<file path="src/rtl/quan_frame_ctrl.sv">
// ============================================================================
// Module      : quan_frame_ctrl
// Description : Frame sequencer that reads N_SAMPLES offset-binary PCM words,
//               quantizes each to a saturated 4-bit signed value and writes it
//               out. Define QUAN_ROUND_EN for round-to-nearest quantization.
// Revision    : 1.0 - initial release
// ============================================================================
`default_nettype none

module quan_frame_ctrl #(
    parameter int N_SAMPLES = 256,
    parameter int QSHIFT    = 11
) (
    input  logic        clk_in,
    input  logic        rst,
    input  logic        start,
    output logic        busy,
    output logic        intr,
    output logic        rd_en,
    output logic [8:0]  addr_src,
    input  logic [15:0] src_data,
    output logic        wr_en,
    output logic [8:0]  addr_dst,
    output logic [3:0]  quan_data,
    output logic [8:0]  sat_cnt
);

    localparam logic [8:0] C_LAST = 9'(N_SAMPLES - 1);

    typedef enum logic [1:0] {
        IDLE  = 2'd0,
        READ  = 2'd1,
        DRAIN = 2'd2,
        DONE  = 2'd3
    } state_t;

    state_t r_state;
    state_t w_next;

    logic               w_start_frame;
    logic               r_p1_valid;
    logic [8:0]         r_p1_addr;
    logic signed [16:0] w_ext;
    logic signed [16:0] w_sum;
    logic signed [16:0] w_q;
    logic [3:0]         w_qsat;
    logic               w_clip;

    assign w_start_frame = (r_state == IDLE) && start;

    always_ff @(posedge clk_in or posedge rst) begin
        if (rst) begin
            r_state <= IDLE;
        end else begin
            r_state <= w_next;
        end
    end

    always_comb begin
        w_next = r_state;
        busy   = 1'b0;
        rd_en  = 1'b0;
        intr   = 1'b0;
        case (r_state)
            IDLE: begin
                if (start) w_next = READ;
            end
            READ: begin
                busy  = 1'b1;
                rd_en = 1'b1;
                if (addr_src == C_LAST) w_next = DRAIN;
            end
            DRAIN: begin
                busy = 1'b1;
                if (wr_en && (addr_dst == C_LAST)) w_next = DONE;
            end
            DONE: begin
                busy   = 1'b1;
                intr   = 1'b1;
                w_next = IDLE;
            end
            default: w_next = IDLE;
        endcase
    end

    // Source address parks on the last sample between frames.
    always_ff @(posedge clk_in or posedge rst) begin
        if (rst) begin
            addr_src <= 9'd0;
        end else if (w_start_frame) begin
            addr_src <= 9'd0;
        end else if (rd_en && (addr_src != C_LAST)) begin
            addr_src <= addr_src + 9'd1;
        end
    end

    // Stage 1 lines up the read address with the returning memory data.
    always_ff @(posedge clk_in or posedge rst) begin
        if (rst) begin
            r_p1_valid <= 1'b0;
            r_p1_addr  <= 9'd0;
        end else begin
            r_p1_valid <= rd_en;
            if (rd_en) r_p1_addr <= addr_src;
        end
    end

    // Offset-binary to two's complement is a flip of the MSB.
    assign w_ext = {~src_data[15], ~src_data[15], src_data[14:0]};

`ifdef QUAN_ROUND_EN
    localparam logic signed [16:0] C_HALF = 17'sd1 <<< (QSHIFT - 1);
    assign w_sum = w_ext + C_HALF;
`else
    assign w_sum = w_ext;
`endif

    assign w_q = w_sum >>> QSHIFT;

    always_comb begin
        w_qsat = w_q[3:0];
        w_clip = 1'b0;
        if (w_q > 17'sd7) begin
            w_qsat = 4'h7;
            w_clip = 1'b1;
        end else if (w_q < -17'sd8) begin
            w_qsat = 4'h8;
            w_clip = 1'b1;
        end
    end

    always_ff @(posedge clk_in or posedge rst) begin
        if (rst) begin
            wr_en     <= 1'b0;
            addr_dst  <= 9'd0;
            quan_data <= 4'd0;
            sat_cnt   <= 9'd0;
        end else begin
            wr_en <= r_p1_valid;
            if (r_p1_valid) begin
                addr_dst  <= r_p1_addr;
                quan_data <= w_qsat;
            end
            if (w_start_frame) begin
                sat_cnt <= 9'd0;
            end else if (r_p1_valid && w_clip) begin
                sat_cnt <= sat_cnt + 9'd1;
            end
        end
    end

endmodule

`default_nettype wire

</file>
<file path="config.mk">
export PLATFORM = sky130hd
export DESIGN_NAME = quan_frame_ctrl
export DESIGN_NICKNAME = d
export VERILOG_FILES = /design/src/rtl/quan_frame_ctrl.sv
export SDC_FILE = /design/constraint.sdc
export NUM_CORES = 1
export LEC_CHECK = 0
export CORE_MARGIN = 1
export CORE_UTILIZATION = 48
export DETAILED_ROUTE_END_ITERATION = 12
export PLACE_DENSITY = 0.91
export SLEW_MARGIN = 20
export SYNTH_ARGS = -nofsm -noshare
export SYNTH_HDL_FRONTEND = slang
export SYNTH_SLANG_ARGS = --single-unit
</file>
<file path="constraint.sdc">
create_clock -name clk_in -period 2.1 [get_ports clk_in]
set_input_delay 0.42 -clock clk_in [delete_from_list [all_inputs] [get_ports clk_in]]
set_output_delay 0.42 -clock clk_in [all_outputs]
set_load 0.03 [all_outputs]
</file>
==> results by group, run 1 <==
CTS
  – Longest Clk Path Bufs: 2
  – CTS Hold Bufs: 0
  – Worst-path clk slew: 0.08 ns
  – Root Driver: clkbuf_8
  – Worst-Skew Late Latency: between 0.2 and 0.3 ns
  – PostCTS Resize Cnt: 1
  – CTS tree: yes
  – CTS Buf Count: 5
  – Clock sinks: 44
  – # Post-CTS Setup Buffers: 0
  – H-tree depth: 2

Place
  – Setup WS pre-CTS: between 0.15 and 0.2 ns
  – Post-DP HPWL: 2.76 mm
  – GPL Wtd Cong: 0.789
  – Placed insts: 262
  – DP Area: 0.00253 mm^2
  – I/O Buffers: 42

Route
  – DRT Wirelength: 3.89 mm
  – Drt drc: 0
  – Wire length per cell: roughly 14 um
  – Routed via count: between 1,000 and 1,500
  – Vias per std cell: ~5.3
  – ANT nets after route: 0
  – DR iter-0 viols: 76
  – Detailed Routing Iterations Pass 1: 4

Cells and area
  – Post-Layout Inst Area: ~0.0026 mm^2
  – Post-layout nets: 246
  – Non-Filler Instances: 270
  – Antenna diodes: 0
  – Area Overhead vs Synth: 32.3%
  – Final core utilization: 0.659
  – Layout cells sized above 1: 0.209

STA
  – Post-layout min period: 1.94 ns
  – Tcrit/Tclk final: 0.923
  – Final TNS setup: 0 ns
  – Final clock skew: 0.00387 ns
  – Slew headroom: 0.637
  – Setup-failing EPs final: 0
  – Fmax: 0.516 GHz
  – RSZ-0062 raised after global routing: false
  – Final worst setup slack: 0.162 ns
  – Worst slew pin tran: 0.545 ns
  – Final hold viol count: 0
  – Slew Viols, Final: 0

Global route
  – Number of global-route vias before repair: about 1,500
  – All-Layer GR Usage: 0.207
  – Largest net degree at the start of global routing: 45
  – Initial antenna violation count: 0
  – Overflow left after global routing: 0
  – First-pass GRT wire length: ~6.6 mm

Setup path
  – Critical path arrival: 1.52 ns
  – CP startpoint kind: flop
  – Crit-path max FO: 4
  – Crit. End Element: primary output
  – Crit Path Class: flop to primary output
  – Worst r2r path cells: 8
  – Required time of the critical path: 1.68 ns

Synthesis
  – Syn Nets: ~190
  – Sequential area share after synthesis: 0.552
  – Syn avg cell area: 12.2 um^2
  – Cells after Synth: 164
  – Number of synthesized flops with an enable pin: 0
  – Yosys Warn Count: 0
  – FFs w/ async S/R, synth: 1.00
  – Mapped cell area: roughly 0.0020 mm^2
  – Ys flop type: dfrtp_1
  – Post-synth cell types: 30
  – Synthesis-stage register bit count: 44

Die
  – DIE AREA: 0.00441 mm^2
  – Die height: 66.4 um
  – Starting Density: 0.498
  – IO Count: 54
  – Std cell rows: 23
  – Core Footprint: 0.00400 mm^2
  – Die width: 66.4 um

Power and ir drop
  – Power Density: 1320 mW/mm^2
  – Leak Pwr: 0.00120 uW
  – Peak supply drop: 772 uV

Flow run
  – Max-cap violation count: 0

Worst hold path
  – Worst Hold Path Cells: 1
  – Min-delay worst type: flop to flop

Status
  – Status: finished clean
## state kept, by name, indices dropped and copies added (netlist names)
name        cells
addr_dst        9
addr_src        9
quan_data       4
r_p1_addr       9
r_p1_valid      1
r_state         2
sat_cnt         9
wr_en           1
## cell families (layout without fill, tap and decap cells)
family | after synthesis | in the layout | synth area share
AND/OR/NAND/NOR | 51 | 51 | 0.137
flip-flops | 44 | 44 | 0.552
multiplexers | 24 | 24 | 0.134
XOR/XNOR | 14 | 14 | 0.0653
AO/OA/AOI/OAI | 12 | 12 | 0.0352
buffers and inverters | 11 | 67 | 0.0257
adder cells (fa/ha/maj) | 8 | 8 | 0.0502
## per-layer routing
| layer | wire length (um) | global-route usage |
|---|---|---|
| met5 | 0 | 0 |
| met4 | 57 | 0.0878 |
| met3 | 214 | 0.0707 |
| met2 | 1980 | 0.347 |
| met1 | 1640 | 0.239 |
## power by group
part	total, uW	internal, uW	switching (uW)
clock	627	353	275
combinational	1580	734	845
sequential	1270	1080	192
## cells in the final DEF, fill, tap and decap left out, types with 2 or more instances in the layout
cell / n
xnor2_1: 6
clkdlybuf4s50_1: 40
inv_1: 5
a21oi_1: 7
mux2_2: 22
dfrtp_1: 44
o21ai_0: 2
nand3_1: 2
nand4_1: 7
xor2_1: 7
nor2_1: 22
clkbuf_8: 5
mux2i_1: 2
nor3_1: 2
and3_1: 2
or3_1: 3
nand2_1: 5
nor4b_2: 2
buf_4: 13
ha_1: 8
## per-stage QoR
| stage | total power, uW | hold WS [ns] |
|---|---|---|
| 2_1_floorplan | 2280 | 0.355 |
| 5_1_grt | 3710 | 0.537 |
| 6_report | 3480 | 0.506 |
| 4_1_cts | 3520 | 0.506 |
| 3_3_place_gp | 2840 | 0.483 |
| 3_5_place_dp | 2890 | 0.488 |
## synthesized netlist by cell type (all sizes together) (2+ instances only)
master,count,share of area
dfrtp,44,0.55
mux2,22,0.12
nor2,22,0.041
ha,8,0.050
xor2,8,0.039
a21oi,7,0.018
nand4,7,0.022
xnor2,6,0.026
inv,5,0.0094
nand2,5,0.0094
buf,4,0.013
or3,3,0.0094
and3,2,0.0063
clkbuf,2,0.0038
mux2i,2,0.010
nand3,2,0.0050
nor3,2,0.0050
nor4b,2,0.015
o21ai,2,0.0050
## worst max-delay path: stages (launching register included)
cell and delay, ns:
dfrtp_1 0.40, ha_1 0.16, clkdlybuf4s50_1 0.66
## layout make-up
class | count | area, um^2
fill | 320 | 1360
inverter | 5 | 18.8
sequential | 44 | 1100
clock inverter | 2 | 35.0
clock buffer | 6 | 72.6
multi-input combinational | 109 | 841
timing repair buffer | 54 | 507
tap | 50 | 62.6
## worst paths after layout
path	slack [ns]	end	startpoint
worst max-delay path	0.16	intr	r_state[0]
worst max register to register	0.22	r_state[1]	addr_src[5]
worst min-delay path	0.51	addr_dst[7]	r_p1_addr[7]
min in group asynchronous	0.57	quan_data[1]	rst
max in group asynchronous	1.16	addr_dst[8]	rst
worst min register to register	0.51	addr_dst[7]	r_p1_addr[7]
Power figures use the tool's default switching activity.
==> inputs of run 2 (changes only) <==
--- a/config.mk
+++ b/config.mk
@@ -9,7 +9,6 @@
 export CORE_UTILIZATION = 48
 export DETAILED_ROUTE_END_ITERATION = 12
 export PLACE_DENSITY = 0.91
-export SLEW_MARGIN = 20
 export SYNTH_ARGS = -nofsm -noshare
 export SYNTH_HDL_FRONTEND = slang
 export SYNTH_SLANG_ARGS = --single-unit
==> results of run 2 <==
The final DEF is identical to that of run 1; final timing and power are the same.
